### config.mk
export PLATFORM = sky130hd
export DESIGN_NAME = csa_serial_adder_flat
export DESIGN_NICKNAME = d
export VERILOG_FILES = /design/src/rtl/csa_serial_adder_if.sv /design/src/rtl/csa_serial_adder.sv /design/src/flat_wrapper.sv
export SDC_FILE = /design/constraint.sdc
export NUM_CORES = 1
export LEC_CHECK = 0
export CAP_MARGIN = 10
export CORE_MARGIN = 2
export CORE_UTILIZATION = 40
export CTS_BUF_LIST = sky130_fd_sc_hd__clkbuf_2 sky130_fd_sc_hd__clkbuf_4 sky130_fd_sc_hd__clkbuf_8
export CTS_CLUSTER_SIZE = 28
export DETAILED_ROUTE_END_ITERATION = 7
export HOLD_SLACK_MARGIN = 0.12
export PLACE_DENSITY = 0.62
export RECOVER_POWER = 25
export SLEW_MARGIN = 20
export SYNTH_ARGS = -nofsm -noshare
export SYNTH_HDL_FRONTEND = slang
export SYNTH_SLANG_ARGS = --single-unit
export TNS_END_PERCENT = 10
### constraint.sdc
create_clock -name clk -period 3.9 [get_ports clk]
set_clock_uncertainty 0.15 [all_clocks]
set_input_delay 0.585 -clock clk [delete_from_list [all_inputs] [get_ports clk]]
set_output_delay 0.585 -clock clk [all_outputs]
set_load 0.02 [all_outputs]
### src/rtl/csa_serial_adder_if.sv
// Request/result bus for the nibble-serial add/subtract unit.
// The master issues operations and accepts results; the slave is the adder.
interface csa_serial_adder_if #(
  parameter int WIDTH = 16
);
  logic             in_valid;
  logic             in_ready;
  logic [WIDTH-1:0] in_a;
  logic [WIDTH-1:0] in_b;
  logic             in_cin;
  logic             in_sub;
  logic             out_valid;
  logic             out_ready;
  logic [WIDTH-1:0] out_sum;
  logic             out_cout;
  logic             out_ovf;

  modport master (
    output in_valid, in_a, in_b, in_cin, in_sub, out_ready,
    input  in_ready, out_valid, out_sum, out_cout, out_ovf
  );

  modport slave (
    input  in_valid, in_a, in_b, in_cin, in_sub, out_ready,
    output in_ready, out_valid, out_sum, out_cout, out_ovf
  );
endinterface

### src/rtl/csa_serial_adder.sv
// WIDTH-bit add/subtract unit that reuses one 4-bit carry-skip adder,
// processing one nibble per cycle LSB first and chaining the carry between nibbles.

module csa (
  input  logic [3:0] a,
  input  logic [3:0] b,
  input  logic       cin,
  output logic [3:0] sum,
  output logic       cout
);
  logic [3:0] p;
  logic [3:0] g;
  logic [4:0] c;

  always_comb begin
    p    = a ^ b;
    g    = a & b;
    c    = '0;
    c[0] = cin;
    for (int i = 0; i < 4; i++) begin
      c[i+1] = g[i] | (p[i] & c[i]);
    end
    sum  = p ^ c[3:0];
    // All-propagate nibble lets cin bypass the ripple chain
    cout = (&p) ? cin : c[4];
  end
endmodule

module csa_serial_adder #(
  parameter int WIDTH = 16
) (
  input  logic                 clk,
  input  logic                 rst_n,
  csa_serial_adder_if.slave    bus
);
  localparam int NIB  = WIDTH / 4;
  localparam int IDXW = (NIB > 1) ? $clog2(NIB) : 1;

  typedef enum logic [1:0] {
    IDLE,
    RUN,
    DONE
  } state_t;

  state_t                 state_q, state_d;
  logic [IDXW-1:0]        idx_q, idx_d;
  logic                   carry_q, carry_d;
  logic [NIB-1:0][3:0]    a_q, a_d;
  logic [NIB-1:0][3:0]    b_q, b_d;
  logic [NIB-1:0][3:0]    sum_q, sum_d;
  logic                   cout_q, cout_d;
  logic                   ovf_q, ovf_d;
  logic [3:0]             nib_sum;
  logic                   nib_cout;

  csa u_csa (
    .a    (a_q[idx_q]),
    .b    (b_q[idx_q]),
    .cin  (carry_q),
    .sum  (nib_sum),
    .cout (nib_cout)
  );

  always_comb begin
    state_d = state_q;
    idx_d   = idx_q;
    carry_d = carry_q;
    a_d     = a_q;
    b_d     = b_q;
    sum_d   = sum_q;
    cout_d  = cout_q;
    ovf_d   = ovf_q;

    case (state_q)
      IDLE: begin
        if (bus.in_valid) begin
          // Subtraction is A + ~B + 1, so B is inverted once here and carry forced to 1
          a_d     = bus.in_a;
          b_d     = bus.in_sub ? ~bus.in_b : bus.in_b;
          carry_d = bus.in_sub | bus.in_cin;
          idx_d   = '0;
          sum_d   = '0;
          cout_d  = 1'b0;
          ovf_d   = 1'b0;
          state_d = RUN;
        end
      end
      RUN: begin
        sum_d[idx_q] = nib_sum;
        carry_d      = nib_cout;
        if (idx_q == IDXW'(NIB - 1)) begin
          idx_d   = '0;
          cout_d  = nib_cout;
          ovf_d   = (a_q[NIB-1][3] == b_q[NIB-1][3]) &&
                    (sum_d[NIB-1][3] != a_q[NIB-1][3]);
          state_d = DONE;
        end else begin
          idx_d = idx_q + IDXW'(1);
        end
      end
      DONE: begin
        if (bus.out_ready) begin
          state_d = IDLE;
        end
      end
      default: state_d = IDLE;
    endcase
  end

  always_ff @(posedge clk or negedge rst_n) begin
    if (!rst_n) begin
      state_q <= IDLE;
      idx_q   <= '0;
      carry_q <= 1'b0;
      a_q     <= '0;
      b_q     <= '0;
      sum_q   <= '0;
      cout_q  <= 1'b0;
      ovf_q   <= 1'b0;
    end else begin
      state_q <= state_d;
      idx_q   <= idx_d;
      carry_q <= carry_d;
      a_q     <= a_d;
      b_q     <= b_d;
      sum_q   <= sum_d;
      cout_q  <= cout_d;
      ovf_q   <= ovf_d;
    end
  end

  assign bus.in_ready  = (state_q == IDLE);
  assign bus.out_valid = (state_q == DONE);
  assign bus.out_sum   = sum_q;
  assign bus.out_cout  = cout_q;
  assign bus.out_ovf   = ovf_q;
endmodule
### src/flat_wrapper.sv
// flat-port wrapper written by rule: the top's interface ports become plain ports
module csa_serial_adder_flat 
#(
  parameter int WIDTH = 16
)
  (clk, rst_n, bus_in_valid, bus_in_a, bus_in_b, bus_in_cin, bus_in_sub, bus_out_ready, bus_in_ready, bus_out_valid, bus_out_sum, bus_out_cout, bus_out_ovf);
  csa_serial_adder_if #(.WIDTH(WIDTH)) bus_i ();
  input  logic clk;
  input  logic rst_n;
  input wire logic [$bits(bus_i.in_valid)-1:0] bus_in_valid;
  input wire logic [$bits(bus_i.in_a)-1:0] bus_in_a;
  input wire logic [$bits(bus_i.in_b)-1:0] bus_in_b;
  input wire logic [$bits(bus_i.in_cin)-1:0] bus_in_cin;
  input wire logic [$bits(bus_i.in_sub)-1:0] bus_in_sub;
  input wire logic [$bits(bus_i.out_ready)-1:0] bus_out_ready;
  output wire logic [$bits(bus_i.in_ready)-1:0] bus_in_ready;
  output wire logic [$bits(bus_i.out_valid)-1:0] bus_out_valid;
  output wire logic [$bits(bus_i.out_sum)-1:0] bus_out_sum;
  output wire logic [$bits(bus_i.out_cout)-1:0] bus_out_cout;
  output wire logic [$bits(bus_i.out_ovf)-1:0] bus_out_ovf;
  assign bus_i.in_valid = bus_in_valid;
  assign bus_i.in_a = bus_in_a;
  assign bus_i.in_b = bus_in_b;
  assign bus_i.in_cin = bus_in_cin;
  assign bus_i.in_sub = bus_in_sub;
  assign bus_i.out_ready = bus_out_ready;
  assign bus_in_ready = bus_i.in_ready;
  assign bus_out_valid = bus_i.out_valid;
  assign bus_out_sum = bus_i.out_sum;
  assign bus_out_cout = bus_i.out_cout;
  assign bus_out_ovf = bus_i.out_ovf;
  csa_serial_adder #(.WIDTH(WIDTH)) u_core (.clk(clk), .rst_n(rst_n), .bus(bus_i));
endmodule
==> results by group, run 1 <==
Layout
  – Area grow syn2layout: 28.9%
  – Antenna diodes: 0
  – # fillers: slightly below 600
  – Layout cells sized above 1: 13.5%
  – Commonest non-fill, non-tap cell in the layout: clkdlybuf4s50_1
  – Core Util, Final: 53.5%
  – Post-route insts no fill: 343
  – Post-route cell area: ~0.0034 sq mm
  – Most frequent cells in the layout: clkdlybuf4s50_1 (56), dfrtp_1 (55), a21oi_1 (21), nor2_1 (19)
  – Final net count: 315

Worst setup path
  – Buf/Inv on CP: 2
  – CP max-delay cell: dfrtp_1
  – Worst Setup End Kind: flip-flop
  – FF-to-FF setup slack: 0.59 ns
  – R2R Path End: u_core.bus.out_ovf
  – Crit-path leading delay family: adder cells
  – CP Launch Type: flip-flop
  – R2R depth: 10
  – Crit path largest cell delay: 0.59 ns
  – R2R Path Start: u_core.idx_q[0]
  – Crit Path Max Fanout: 8
  – CP arrival: 3.36 ns
  – Most used cell along the critical path: fa_1
  – WP data required: roughly 4 ns
  – Crit Path Class: flip-flop to flip-flop
  – Worst-path cell chain: mux4_2, fa_1, inv_1, fa_1, fa_1, inv_1, fa_1, and3b_1, a21oi_1, o2bb2ai_1

Synth
  – Top_reg_cell synth: dfrtp_1
  – Syn nets: roughly 260
  – Area share of the largest cell type after synthesis: between 50% and 60%
  – Post-Syn Instances: 208
  – Number of synthesized flops with an enable pin: 0
  – Top post-synthesis cells by area: dfrtp_1 (52%), mux2_2 (6.8%), mux4_2 (6.8%)
  – Synthesized flop and latch total: 55
  – Ys async rst share: 100%
  – Yosys cell types: 29
  – Seq/Total Area, Yosys: 51.9%
  – Syn. warnings: 0
  – Avg Cell Area, Syn: 12.7 sq um
  – Largest area contributor in the netlist: dfrtp_1
  – Netlist Area Pre-Place: between 0.002 and 0.003 sq mm

Route
  – Wire per inst: 14.8 microns
  – DRT Wirelength: 5070 microns
  – Vias: 1,747
  – Post-route DRC: 0
  – Vias per inst: roughly 5.1
  – Pre-antenna DRT Iters: 4
  – DRT iter0 DRCs: 70
  – Detail Route Antenna Nets: 0

Outcome
  – Status: finished, final reports clean

Power and ir drop
  – Max VDD drop: 434 uV
  – LEAKAGE: 1.39 nW
  – Cell Pwr Density: just over 900 mW/mm^2
  – Pwr Total: 3.10 mW

Hold path
  – Depth of the worst hold-timing path: 1
  – Hold EP: u_core.bus.out_sum[0]
  – Hold Path Class: flip-flop to flip-flop
  – Hold_sp: u_core.bus.out_sum[0]

Clock network
  – Clk buf depth: 2
  – H-tree Lvls: 2
  – CTS tree: yes
  – Number of hold buffers added after CTS: 1
  – CTS Sinks: 55
  – Clock root buffer: clkbuf_8
  – Post-cts resize count: 0
  – Post-CTS Setup Inserts: 0
  – Clk slew on worst S/H paths: roughly 0.10 ns
  – Worst skew pair latency: 0.30 ns
  – Num CTS Buffers: 5

GRT
  – Initial antenna violation count: 0
  – Pin count of the biggest net entering global routing: 55
  – Vias in the first global route: 1,635
  – First-pass GRT wire length: 8490 microns
  – Total GRT Usage: approximately 15%
  – Total gr overflow: 0

Floorplanning
  – Die Wd: 85.4 microns
  – Die area: roughly 0.0073 sq mm
  – Die Y: between 80 and 90 microns
  – Initial Utilization: 41.5%
  – I/O Pins: 58
  – FP Rows: 29
  – Core footprint: roughly 0.0064 sq mm

Place
  – # port buffers: between 50 and 60
  – Pre-CTS setup slack: about 0.57 ns
  – Number of cells after detailed placement: 334
  – Final HPWL DP: 3700 microns
  – Placed Area: between 0.003 and 0.004 sq mm
  – Final GP Congestion: 0.761

Timing
  – Setup violations, final: 0
  – Final min period: 3.31 ns
  – Max_slew headroom: 18.6%
  – Post-route clock period utilization: a little over four fifths
  – Final Hold Fails: 0
  – Worst-margin pin slew: 1.22 ns
  – Final setup TNS: 0 ns
  – Max Clock Freq: 302 MHz
  – Hold_ws: 0.352 ns
  – RSZ-0062 raised after global routing: no
  – Worst setup margin: 0.585 ns
  – Max Slew Vio Count: 0

Run
  – Max Cap Violations: 0
kinds of logic (layout without fill, tap and decap cells):
| group | after synthesis | in the layout | synth area share, % |
|---|---|---|---|
| AOI/OAI and AO/OA | 46 | 46 | 12.2 |
| xor gates and xnor gates | 16 | 16 | 5.29 |
| adders and majority gates | 12 | 12 | 6.80 |
| buffers and inverters | 21 | 79 | 3.68 |
| DFF | 55 | 55 | 51.9 |
| muxes | 25 | 25 | 14.0 |
| and+or+nand+nor | 33 | 33 | 6.18 |
synth_stat cells, drive strengths merged, types with 4 or more instances:
library cell and count:
a32o 8, fa 4, mux2 16, nand2 6
nor2 19, xnor2 16, ha 8, a21oi 21
mux4 8, buf 10, inv 9, o2bb2ai 10
dfrtp 55
how the worst max path moves through the flow:
stage	start	endpoint	slack, ns	cells after the start
6_report	u_core.idx_q[0]	u_core.bus.out_ovf	0.59	10
2_1_floorplan	u_core.idx_q[0]	u_core.bus.out_ovf	0.69	11
5_1_grt	u_core.idx_q[0]	u_core.bus.out_ovf	0.28	10
4_1_cts	u_core.idx_q[0]	u_core.bus.out_ovf	0.56	10
3_3_place_gp	u_core.idx_q[0]	u_core.bus.out_ovf	0.66	10
3_5_place_dp	u_core.idx_q[0]	u_core.bus.out_ovf	0.57	10
layout make-up:
class	instances	area, sq um	area share (%)
clock buffer	6	76.3	2.23
clock inverter	2	60.1	1.76
inverter	9	33.8	0.988
multi-input combinational	132	1180	34.4
sequential	55	1380	40.3
tap	77	96.3	2.82
timing repair buffer	62	598	17.5
report_power, final:
| group | total (mW) | internal, mW | switching, mW | leakage, nW |
|---|---|---|---|---|
| Combinational | 1.62 | 0.799 | 0.822 | 0.663 |
| Sequential | 1.04 | 0.836 | 0.201 | 0.661 |
| Clock | 0.446 | 0.264 | 0.182 | 0.0688 |
| Total | 3.10 | 1.90 | 1.21 | 1.39 |
metal layers:
metal  part of all wire [%]  global-route usage (%)  wire length [microns]  up-vias
li1                       -                       -                      -      856
met1                     49                    22.6                   2490      840
met2                     46                    21.7                   2310       47
met3                    4.9                    3.79                    247        4
met4                   0.34                    2.60                     17        0
met5                      0                       0                      0        -
registers in the layout (all words and copies together), names as in the netlist:
| name | cells |
|---|---|
| u_core.carry_q | 1 |
| u_core.a_q | 16 |
| u_core.idx_q | 2 |
| u_core.state_q | 2 |
| u_core.bus.out_sum | 16 |
| u_core.b_q | 16 |
| u_core.bus.out_ovf | 1 |
| u_core.bus.out_cout | 1 |
(Power assumes the default switching activity.)
==> run 2: changes to the inputs <==
==> constraint.sdc (replaced) <==
create_clock -name clk -period 3.3 [get_ports clk]
set_clock_uncertainty 0.15 [all_clocks]
set_input_delay 0.495 -clock clk [delete_from_list [all_inputs] [get_ports clk]]
set_output_delay 0.495 -clock clk [all_outputs]
set_load 0.02 [all_outputs]
==> run 2 against run 1 <==
Compared with the run above:
- the flow now finishes with violations (max-capacitance violations, max-slew violations)
- maximum frequency increased by 5.6%
- final cell count increased by 0.29%
- wire length increased by 2.2%
- largest power group unchanged
- worst setup slack got worse by 0.43 ns
- critical path depth unchanged
- sequential power increased by 15%
- hold slack got worse by 0.0031 ns
- utilization decreased by 0.33 points
- first-iteration DRC count increased by 24%
==> results by group, run 2 (synthesis results as in run 1) <==
Outcome
  – Status: finished, violations left
  – Failing checks: max-capacitance violations, max-slew violations

Clock network
  – H-tree Lvls: 2 (unchanged)
  – CTS Sinks: 55 (unchanged)
  – Post-CTS Setup Inserts: 0 (unchanged)
  – Num CTS Buffers: 5 (unchanged)
  – Clk slew on worst S/H paths: 0.10 ns (about the same)
  – Worst skew pair latency: 0.31 ns (about the same)
  – Clk buf depth: 2 (unchanged)
  – Clock root buffer: clkbuf_8
  – CTS tree: yes

GRT
  – Total gr overflow: 0 (unchanged)
  – Total GRT Usage: 15.5% (+0.70 points)
  – Met2 usage: 23.8% (+2.1 points)
  – Pin count of the biggest net entering global routing: 55 (unchanged)
  – GR Util met3: 2.92% (-0.88 points)
  – Vias in the first global route: 1,748 (+6.9%)
  – M1 GR Usage: 22.6% (+0.049 points)
  – First-pass GRT wire length: 8850 microns (+4.2%)
  – Initial antenna violation count: 0 (unchanged)
  – Layer with the highest usage: met2

Floorplanning
  – Die Y: 85.4 microns (unchanged)
  – Initial Utilization: 41.5% (unchanged)
  – Die area: 0.00730 sq mm (unchanged)
  – I/O Pins: 58 (unchanged)
  – Die Wd: 85.4 microns (unchanged)
  – FP Rows: 29 (unchanged)
  – Core footprint: 0.00639 sq mm (unchanged)

Hold path
  – Depth of the worst hold-timing path: 1 (unchanged)
  – Hold Path Class: flip-flop to flip-flop

Layout
  – Area grow syn2layout: 28.1%
  – Antenna diodes: 0 (unchanged)
  – Most frequent cells in the layout: clkdlybuf4s50_1 (55), dfrtp_1 (54), a21oi_1 (21), nor2_1 (19)
  – Post-route cell area: 0.00340 sq mm (-0.62%)
  – Commonest non-fill, non-tap cell in the layout: clkdlybuf4s50_1
  – Final net count: 317 (+0.63%)
  – Layout cells sized above 1: 14.2% (+0.70 points)
  – Post-route insts no fill: 344 (+0.29%)

Timing
  – Max Clock Freq: 318 MHz (+5.6%)
  – Max_slew headroom: -4.07% (-23 points)
  – Worst-margin pin slew: 1.56 ns (+0.339 ns)
  – RSZ-0062 raised after global routing: no
  – Final min period: 3.14 ns (-0.174 ns)
  – Max Slew Vio Count: 29 (+29)
  – Setup violations, final: 0 (unchanged)
  – Worst setup margin: 0.160 ns (-0.426 ns)
  – Final setup TNS: 0 ns (unchanged)
  – Post-route clock period utilization: 95.2% (+10 points)
  – Final Hold Fails: 0 (unchanged)

Place
  – Placed Area: 0.00331 sq mm (+0.84%)
  – Pre-CTS setup slack: 0.0924 ns (-0.481 ns)
  – Final GP Congestion: 0.764 (+0.46%)
  – Number of cells after detailed placement: 336 (+0.60%)
  – Final HPWL DP: 3790 microns (+2.5%)
  – # port buffers: 57 (unchanged)

Worst setup path
  – WP data required: 3.35 ns (-0.60 ns)
  – Crit Path Class: flip-flop to flip-flop
  – Worst Setup End Kind: flip-flop
  – Crit Path Max Fanout: 6 (-2)
  – R2R depth: 10 (unchanged)
  – CP arrival: 3.19 ns (-0.17 ns)
  – CP Launch Type: flip-flop

Power and ir drop
  – Max VDD drop: 541 uV (+25%)
  – Cell Pwr Density: 1050 mW/mm^2 (+16%)
  – LEAKAGE: 1.39 nW (-0.34%)

Route
  – DRT iter0 DRCs: 87 (+24%)
  – DRT Wirelength: 5180 microns (+2.2%)
  – Post-route DRC: 0 (unchanged)
  – Vias: 1,789 (+2.4%)
  – Detail Route Antenna Nets: 0 (unchanged)
  – Vias per inst: 5.20 (+2.1%)
  – Pre-antenna DRT Iters: 5 (+1)
  – Wire per inst: 15.1 microns (+1.9%)

Run
  – Max Cap Violations: 1 (+1)
==> run 2: cell count changes in the layout (fill, tap and decap cells not counted), sizes merged <==
cell and delta:
clkdlybuf4s50 -1, dlygate4sd3 +1, clkbuf -1, bufinv -1, buf +3
==> run 2: layout make-up <==
cell class / count / area (sq um)
clock buffers: 6 / 76.3
clock inverters: 1 / 30.0
fillers: 581 / 2990
inverters: 9 / 33.8
multi-input cells: 132 / 1170
flip-flops and latches: 55 / 1380
well taps: 77 / 96.3
repair buffers: 64 / 617
==> run 2: repair_timing <==
item | 4_1_cts | 5_1_grt
endpoints found under the setup margin | 0 | 1
gates resized for setup | 0 | 1
endpoints found under the hold margin | 27 | 0
hold buffers | 1 | 0
==> run 2: power breakdown <==
part,switching [mW],internal (mW)
combinational,0.984,0.952
sequential,0.214,0.990
clock,0.212,0.231
total,1.41,2.17
==> run 2: metrics by stage <==
stage	power, mW	hold WS (ns)	util, %
after floorplan	2.54	0.0494	-
after CTS	3.65	0.351	53.6
after detailed placement	3.20	0.325	51.8
after global placement	3.17	0.323	51.8
final	3.58	0.348	53.2
after global routing	3.91	0.375	53.2
==> run 2: metal layers <==
| metal | vias to the layer above | routed length [microns] | part of all wire (%) |
|---|---|---|---|
| met2 | 50 | 2460 | 48 |
| met5 | - | 0 | 0 |
| li1 | 860 | - | - |
| met1 | 871 | 2420 | 47 |
| met4 | 0 | 59 | 1.1 |
| met3 | 8 | 237 | 4.6 |
==> run 2: critical path, stage by stage (launching register included) <==
cell and delay (ns):
dfrtp_2 0.46, mux4_2 0.56, fa_1 0.40, inv_1 0.08, fa_1 0.19, fa_1 0.17, inv_1 0.05, fa_1 0.59
and3b_1 0.20, a21oi_1 0.11, o2bb2ai_1 0.08
==> run 2: worst paths after layout <==
| path | start | end | slack [ns] |
|---|---|---|---|
| max in group asynchronous | rst_n | u_core.idx_q[0] | 0.91 |
| max reg2reg | u_core.idx_q[0] | u_core.bus.out_ovf | 0.16 |
| max | u_core.idx_q[0] | u_core.bus.out_ovf | 0.16 |
| min in group asynchronous | rst_n | u_core.bus.out_sum[1] | 0.94 |
| min | u_core.bus.out_sum[13] | u_core.bus.out_sum[13] | 0.35 |
| min reg2reg | u_core.bus.out_sum[13] | u_core.bus.out_sum[13] | 0.35 |
